`config.mk`:
```
export PLATFORM = sky130hd
export DESIGN_NAME = sram_bus_arbiter
export DESIGN_NICKNAME = d
export VERILOG_FILES = /design/src/rtl/sram_bus_arbiter.sv
export SDC_FILE = /design/constraint.sdc
export NUM_CORES = 1
export LEC_CHECK = 0
export CAP_MARGIN = 40
export CORE_AREA = 2 2 123 125
export DETAILED_ROUTE_END_ITERATION = 16
export DIE_AREA = 0 0 125 127
export MAX_ROUTING_LAYER = met4
export PLACE_DENSITY = 0.86
export SLEW_MARGIN = 20
export SYNTH_ARGS = -nofsm -noshare
export SYNTH_HDL_FRONTEND = slang
export SYNTH_SLANG_ARGS = --single-unit
```
`constraint.sdc`:
```
create_clock -name clk -period 4.7 [get_ports clk]
set_input_delay 0.94 -clock clk [delete_from_list [all_inputs] [get_ports clk]]
set_output_delay 0.94 -clock clk [all_outputs]
set_load 0.05 [all_outputs]
```
`src/rtl/sram_bus_arbiter.sv`:
```
// sram_bus_arbiter: shares one asynchronous SRAM bank between the instruction-fetch
// master and the load/store master. Each transfer runs IDLE -> ACCESS -> ACK. Every
// SRAM control output and every ack comes straight from a register.
module sram_bus_arbiter #(
   parameter int ADDR_W        = 20,
   parameter int DATA_W        = 32,
   parameter int WAIT_CYCLES   = 1,
   parameter int DATA_PRIORITY = 1
) (
   input  logic                clk,
   input  logic                rst,
   input  logic                inst_req_i,
   input  logic [ADDR_W-1:0]   inst_addr_i,
   output logic [DATA_W-1:0]   inst_rdata_o,
   output logic                inst_ack_o,
   input  logic                data_req_i,
   input  logic                data_we_i,
   input  logic [ADDR_W-1:0]   data_addr_i,
   input  logic [DATA_W/8-1:0] data_be_i,
   input  logic [DATA_W-1:0]   data_wdata_i,
   output logic [DATA_W-1:0]   data_rdata_o,
   output logic                data_ack_o,
   output logic                busy_o,
   output logic [ADDR_W-1:0]   sram_addr_o,
   output logic                sram_ce_n_o,
   output logic                sram_oe_n_o,
   output logic                sram_we_n_o,
   output logic [DATA_W/8-1:0] sram_be_n_o,
   output logic [DATA_W-1:0]   sram_wdata_o,
   output logic                sram_data_oe_o,
   input  logic [DATA_W-1:0]   sram_rdata_i
);

   localparam int         BE_W     = DATA_W / 8;
   localparam logic [2:0] CNT_INIT = 3'(WAIT_CYCLES);

   typedef enum logic [1:0] {ST_IDLE, ST_ACCESS, ST_ACK} state_t;

   state_t     state_reg;
   logic       sel_data_reg;   // 1: the access in flight belongs to the data master
   logic       we_reg;         // 1: the access in flight is a store
   logic [2:0] cnt_reg;        // remaining extra ACCESS cycles
   logic       rr_data_reg;    // 1: the next tie goes to the data master

   logic            grant_any;
   logic            grant_data;
   logic            grant_we;
   logic [BE_W-1:0] grant_be_n;

   // Arbitration: a lone requester wins; ties go to data or to the round-robin choice.
   always_comb begin
      grant_any  = inst_req_i | data_req_i;
      grant_data = data_req_i & (~inst_req_i | (DATA_PRIORITY != 0) | rr_data_reg);
      grant_we   = grant_data & data_we_i;
   end

   // Byte lanes: a store drives the inverted byte enables, any read enables every lane.
   generate
      for (genvar gi = 0; gi < BE_W; gi++) begin : g_be_lane
         assign grant_be_n[gi] = grant_we ? ~data_be_i[gi] : 1'b0;
      end
   endgenerate

   assign busy_o = (state_reg != ST_IDLE);

   // Transfer sequencer with registered SRAM strobes, acks and read-data capture.
   always_ff @(posedge clk or posedge rst) begin
      if (rst) begin
         state_reg      <= ST_IDLE;
         sel_data_reg   <= 1'b0;
         we_reg         <= 1'b0;
         cnt_reg        <= 3'd0;
         rr_data_reg    <= 1'b0;
         sram_addr_o    <= '0;
         sram_wdata_o   <= '0;
         sram_ce_n_o    <= 1'b1;
         sram_oe_n_o    <= 1'b1;
         sram_we_n_o    <= 1'b1;
         sram_be_n_o    <= '1;
         sram_data_oe_o <= 1'b0;
         inst_ack_o     <= 1'b0;
         data_ack_o     <= 1'b0;
         inst_rdata_o   <= '0;
         data_rdata_o   <= '0;
      end else begin
         inst_ack_o <= 1'b0;
         data_ack_o <= 1'b0;
         case (state_reg)
            ST_IDLE: begin
               sram_ce_n_o    <= 1'b1;
               sram_oe_n_o    <= 1'b1;
               sram_we_n_o    <= 1'b1;
               sram_be_n_o    <= '1;
               sram_data_oe_o <= 1'b0;
               if (grant_any) begin
                  state_reg      <= ST_ACCESS;
                  sel_data_reg   <= grant_data;
                  we_reg         <= grant_we;
                  cnt_reg        <= CNT_INIT;
                  rr_data_reg    <= ~grant_data;
                  sram_addr_o    <= grant_data ? data_addr_i : inst_addr_i;
                  sram_ce_n_o    <= 1'b0;
                  sram_oe_n_o    <= grant_we;
                  sram_we_n_o    <= ~grant_we;
                  sram_be_n_o    <= grant_be_n;
                  sram_data_oe_o <= grant_we;
                  if (grant_we) begin
                     sram_wdata_o <= data_wdata_i;
                  end
               end
            end
            ST_ACCESS: begin
               if (cnt_reg == 3'd0) begin
                  state_reg   <= ST_ACK;
                  sram_oe_n_o <= 1'b1;
                  sram_we_n_o <= 1'b1;
                  sram_be_n_o <= '1;
                  // A store keeps the chip selected and the bus driven for hold time.
                  sram_ce_n_o <= ~we_reg;
                  if (sel_data_reg) begin
                     data_ack_o <= 1'b1;
                  end else begin
                     inst_ack_o <= 1'b1;
                  end
                  if (!we_reg) begin
                     if (sel_data_reg) begin
                        data_rdata_o <= sram_rdata_i;
                     end else begin
                        inst_rdata_o <= sram_rdata_i;
                     end
                  end
               end else begin
                  cnt_reg <= cnt_reg - 3'd1;
               end
            end
            ST_ACK: begin
               state_reg      <= ST_IDLE;
               sram_ce_n_o    <= 1'b1;
               sram_data_oe_o <= 1'b0;
            end
            default: begin
               state_reg <= ST_IDLE;
            end
         endcase
      end
   end

endmodule
```
==> results.rst <==
.. list-table::
   :header-rows: 1

   * - Metric
     - Value
   * - Fraction of layout cells with a size suffix above 1
     - a little under a quarter
   * - Slowest cell on the critical path
     - clkdlybuf4s50_1
   * - CP Launch Type
     - register
   * - Number of buffers added on ports
     - ~240
   * - Number of iterations in the first detailed-routing pass
     - 4
   * - Total number of clock tree sinks
     - 133
   * - Final-report setup violation count
     - 0
   * - Hold Fails Final Rpt
     - 0
   * - Mux share of post-synthesis cell area
     - 25.14%
   * - Non-filler cells in the finished layout
     - 818
   * - IR drop worst, VDD
     - slightly above 0.0005 V
   * - Clock slew seen by the registers of the worst setup and hold paths
     - about 0.060 ns
   * - Fill cell instance count of the final layout
     - between 1,000 and 1,500
   * - Count of antenna diodes in the layout
     - 0
   * - Total grt overflow
     - 0
   * - Worst skew pair latency
     - between 0.4 and 0.5 ns
   * - Number of cell rows
     - 44
   * - Leading cell types in the layout, fill and taps excluded
     - clkdlybuf4s50_1 (239), dfrtp_1 (126), mux2_2 (100)
   * - Antenna-violating nets left
     - 0
   * - Number of H-tree levels
     - 4
   * - Simple-gate area share of the yosys netlist
     - ~4.7%
   * - Core occupancy in the finished layout
     - about three fifths
   * - Cell types occupying the most area after synthesis
     - dfrtp_1 (58%), mux2_2 (21%), mux2i_1 (3.9%), dfstp_2 (3.4%), o21ai_0 (2.4%)
   * - Xor-xnor portion of the synthesized cell area
     - 0%
   * - Crit Path Class
     - register to primary output
   * - Most frequent standard cell in the layout excluding fill and tap cells
     - clkdlybuf4s50_1
   * - Max Clock Freq
     - ~0.32 GHz
   * - TritonCTS clock tree
     - yes
   * - Final critical-path share of the clock period
     - 67.03%
   * - Count of instances resized after the clock tree is built
     - 0
   * - Max_slew headroom
     - between 40% and 50%
   * - Dominant combinational cell family by area after synthesis
     - multiplexers
   * - DRC
     - 0
   * - Fraction of post-synthesis cell area in the top cell type by area
     - 58.33%
   * - Yosys top cell by area
     - dfrtp_1
   * - Crit Path Max Fanout
     - 7
   * - Leakage component of the power
     - about 3.7 nW
   * - Post-Syn Area
     - about 0.0054 mm2
   * - Wire length of the first global-routing pass
     - roughly 23,000 um
   * - Critical path data required time
     - around 3.8 ns
   * - Clock Tree Root
     - clkbuf_16
   * - Post-layout nets
     - approximately 740
   * - Endpoint kind of the worst setup timing path
     - primary output
   * - Total number of yosys warnings
     - 0
   * - Final worst path period need
     - between 3 and 4 ns
   * - Maximum number of pins on one net before global-route repair
     - 70
   * - Core outline area
     - ~0.014 mm2
   * - Delay of the slowest cell on the worst path
     - ~0.8 ns
   * - Post-DP HPWL
     - around 10,000 um
   * - Routing usage on met3
     - under 10%
   * - Reg area
     - about 0.0033 mm2
   * - Vias/cell
     - around 4.8
   * - Number of placed instances with taps included
     - 785
   * - Area added between synthesis and finish
     - 59.33%
   * - Met2 Use GR
     - 31.84%
   * - Crit-path cells
     - inv_1 > ha_1 > inv_1 > clkdlybuf4s50_1
   * - Max-slew violation total from the final report
     - 0
   * - Initial cell density of the core
     - a little under two fifths
   * - DRT iter0 DRCs
     - 156
   * - Number of distinct standard cells referenced by the synthesized netlist
     - 33
   * - Post-synthesis compound-gate area fraction
     - 4.259%
   * - Clock Skew
     - ~0.0093 ns
   * - Regs by FF count
     - data_rdata_o x32, inst_rdata_o x32, sram_wdata_o x32
   * - Post-Synthesis Mean Instance Area
     - 14.45 um2
   * - I/O pin total
     - 240
   * - Worst-margin pin slew
     - ~0.84 ns
   * - Y dimension of the die
     - between 100 and 150 um
   * - Die X-Extent
     - about 130 um
   * - Pwr/cell area
     - between 800 and 900 mW/mm2
   * - Worst min-delay path category
     - register to register
   * - RSZ-0062 raised after global routing
     - no
   * - Area taken by multi-input logic gates
     - a little under 0.002 mm2
   * - Cell repeated most along the worst path
     - inv_1
   * - Global-route usage over all layers
     - ~19%
   * - Max cap viols
     - 0
   * - GR Layer Usage met1
     - around 20%
   * - Via count of the first global-routing pass
     - ~4,400
   * - Synthesized-area fraction occupied by adder cells
     - between 1.5 and 2%
   * - Total wire length after detailed routing
     - about 14,000 um
   * - Number of standard cells after synthesis
     - between 300 and 400
   * - Reg-to-reg critical path startpoint
     - state_reg[1]$_DFFE_PP0P_
   * - Cts hold-fix bufs
     - 0
   * - Total Power
     - around 7.6 mW
   * - Busiest layer in global routing
     - met2
   * - Final weighted congestion of routability-driven global placement
     - approximately 0.80
   * - Launch point of the worst hold path
     - sram_we_n_o$_DFFE_PP1P_
   * - #FFs+latches synth
     - 133
   * - Via count
     - ~4,000
   * - Post-Route Setup TNS
     - 0 ns
   * - Clock buffer depth
     - 2
   * - Avg WL per Cell
     - 17.17 um
   * - Post-Syn Nets
     - between 400 and 500
   * - Sequential element share of the synthesized area
     - 61.74%
   * - # Post-CTS Setup Buffers
     - 0
   * - Antenna violations before repair
     - 0
   * - Die ar.
     - between 0.015 and 0.02 mm2
   * - Critical path startpoint
     - state_reg[0]$_DFFE_PP0P_
   * - Result of the run
     - completed
   * - Worst endpoint data arrival time
     - approximately 2.2 ns
   * - TritonCTS Buffers
     - 17
## critical path: cells and delay by family (launching register included)
| kind | cells | cell delay (ns) |
|---|---|---|
| DFF | 1 | 0.40 |
| adders and majority gates | 1 | 0.33 |
| buffers and inverters | 3 | 1.06 |
## power breakdown
part / internal (mW) / switching, mW / total (mW)
Sequential: 1.73 / 0.334 / 2.07
Combinational: 1.54 / 2.67 / 4.21
Clock: 0.788 / 0.485 / 1.27
Total: 4.06 / 3.49 / 7.55
## metrics by stage
| stage | hold slack, ns | area [um2] | setup slack (ns) |
|---|---|---|---|
| floorplan | 0.4730 | 5405 | 0.2172 |
| global placement | 0.4595 | 7975 | 1.569 |
| detailed placement | 0.4679 | 8003 | 1.861 |
| CTS | 0.4763 | 8584 | 1.536 |
| global route | 0.4992 | 8612 | 1.442 |
| finish | 0.4738 | 8612 | 1.550 |
## layer usage
metal | wire (um) | share of wire, % | up-vias
li1 | - | - | 1801
met1 | 5547 | 39 | 1911
met2 | 7087 | 50 | 200
met3 | 1109 | 7.9 | 28
met4 | 303 | 2.2 | 0
met5 | 0 | 0 | -
## cell usage after synthesis
cell,count
dfrtp_1,126
buf_6,3
a21oi_1,4
o21a_1,2
and3_1,2
buf_2,7
mux2i_1,21
mux2_1,2
clkbuf_1,4
nand2_1,27
mux2_2,100
dfstp_2,7
a22o_1,2
or3b_2,1
nand3_1,1
ha_1,7
o21ai_0,26
a211o_1,1
a221oi_1,1
nor3_1,1
inv_1,9
o21ba_2,1
nor2b_1,3
buf_4,3
nor3b_4,1
nor2_1,3
nand2b_1,2
o21bai_1,1
nand3b_4,1
nor3_4,1
nor3b_2,1
o22ai_1,2
nor4b_1,1
## path summary, 6_finish.rpt
path | cells after the start | to | slack [ns]
max | 4 | busy_o | 1.55
min in group asynchronous | 2 | inst_rdata_o[18]$_DFFE_PP0P_ | 0.77
max in group asynchronous | 4 | sram_be_n_o[3]$_DFFE_PP1P_ | 2.97
max reg2reg | 6 | data_rdata_o[21]$_DFFE_PP0P_ | 2.29
min | 2 | sram_we_n_o$_DFFE_PP1P_ | 0.47
min reg2reg | 2 | sram_we_n_o$_DFFE_PP1P_ | 0.47
## layout make-up
| class | instances | area share [%] |
|---|---|---|
| timing repair buffer | 245 | 28.82 |
| sequential | 133 | 38.75 |
| clock inverter | 9 | 1.090 |
| tap | 184 | 2.673 |
| clock buffer | 23 | 5.666 |
| multi-input combinational | 215 | 22.58 |
| inverter | 9 | 0.4213 |
## kinds of logic after synthesis
group / count (synthesis)
AND/OR/NAND/NOR: 45
flip-flops: 133
buffers and inverters: 26
adder cells (fa/ha/maj): 7
AO/OA/AOI/OAI: 40
multiplexers: 123
Power figures use the tool's default switching activity.
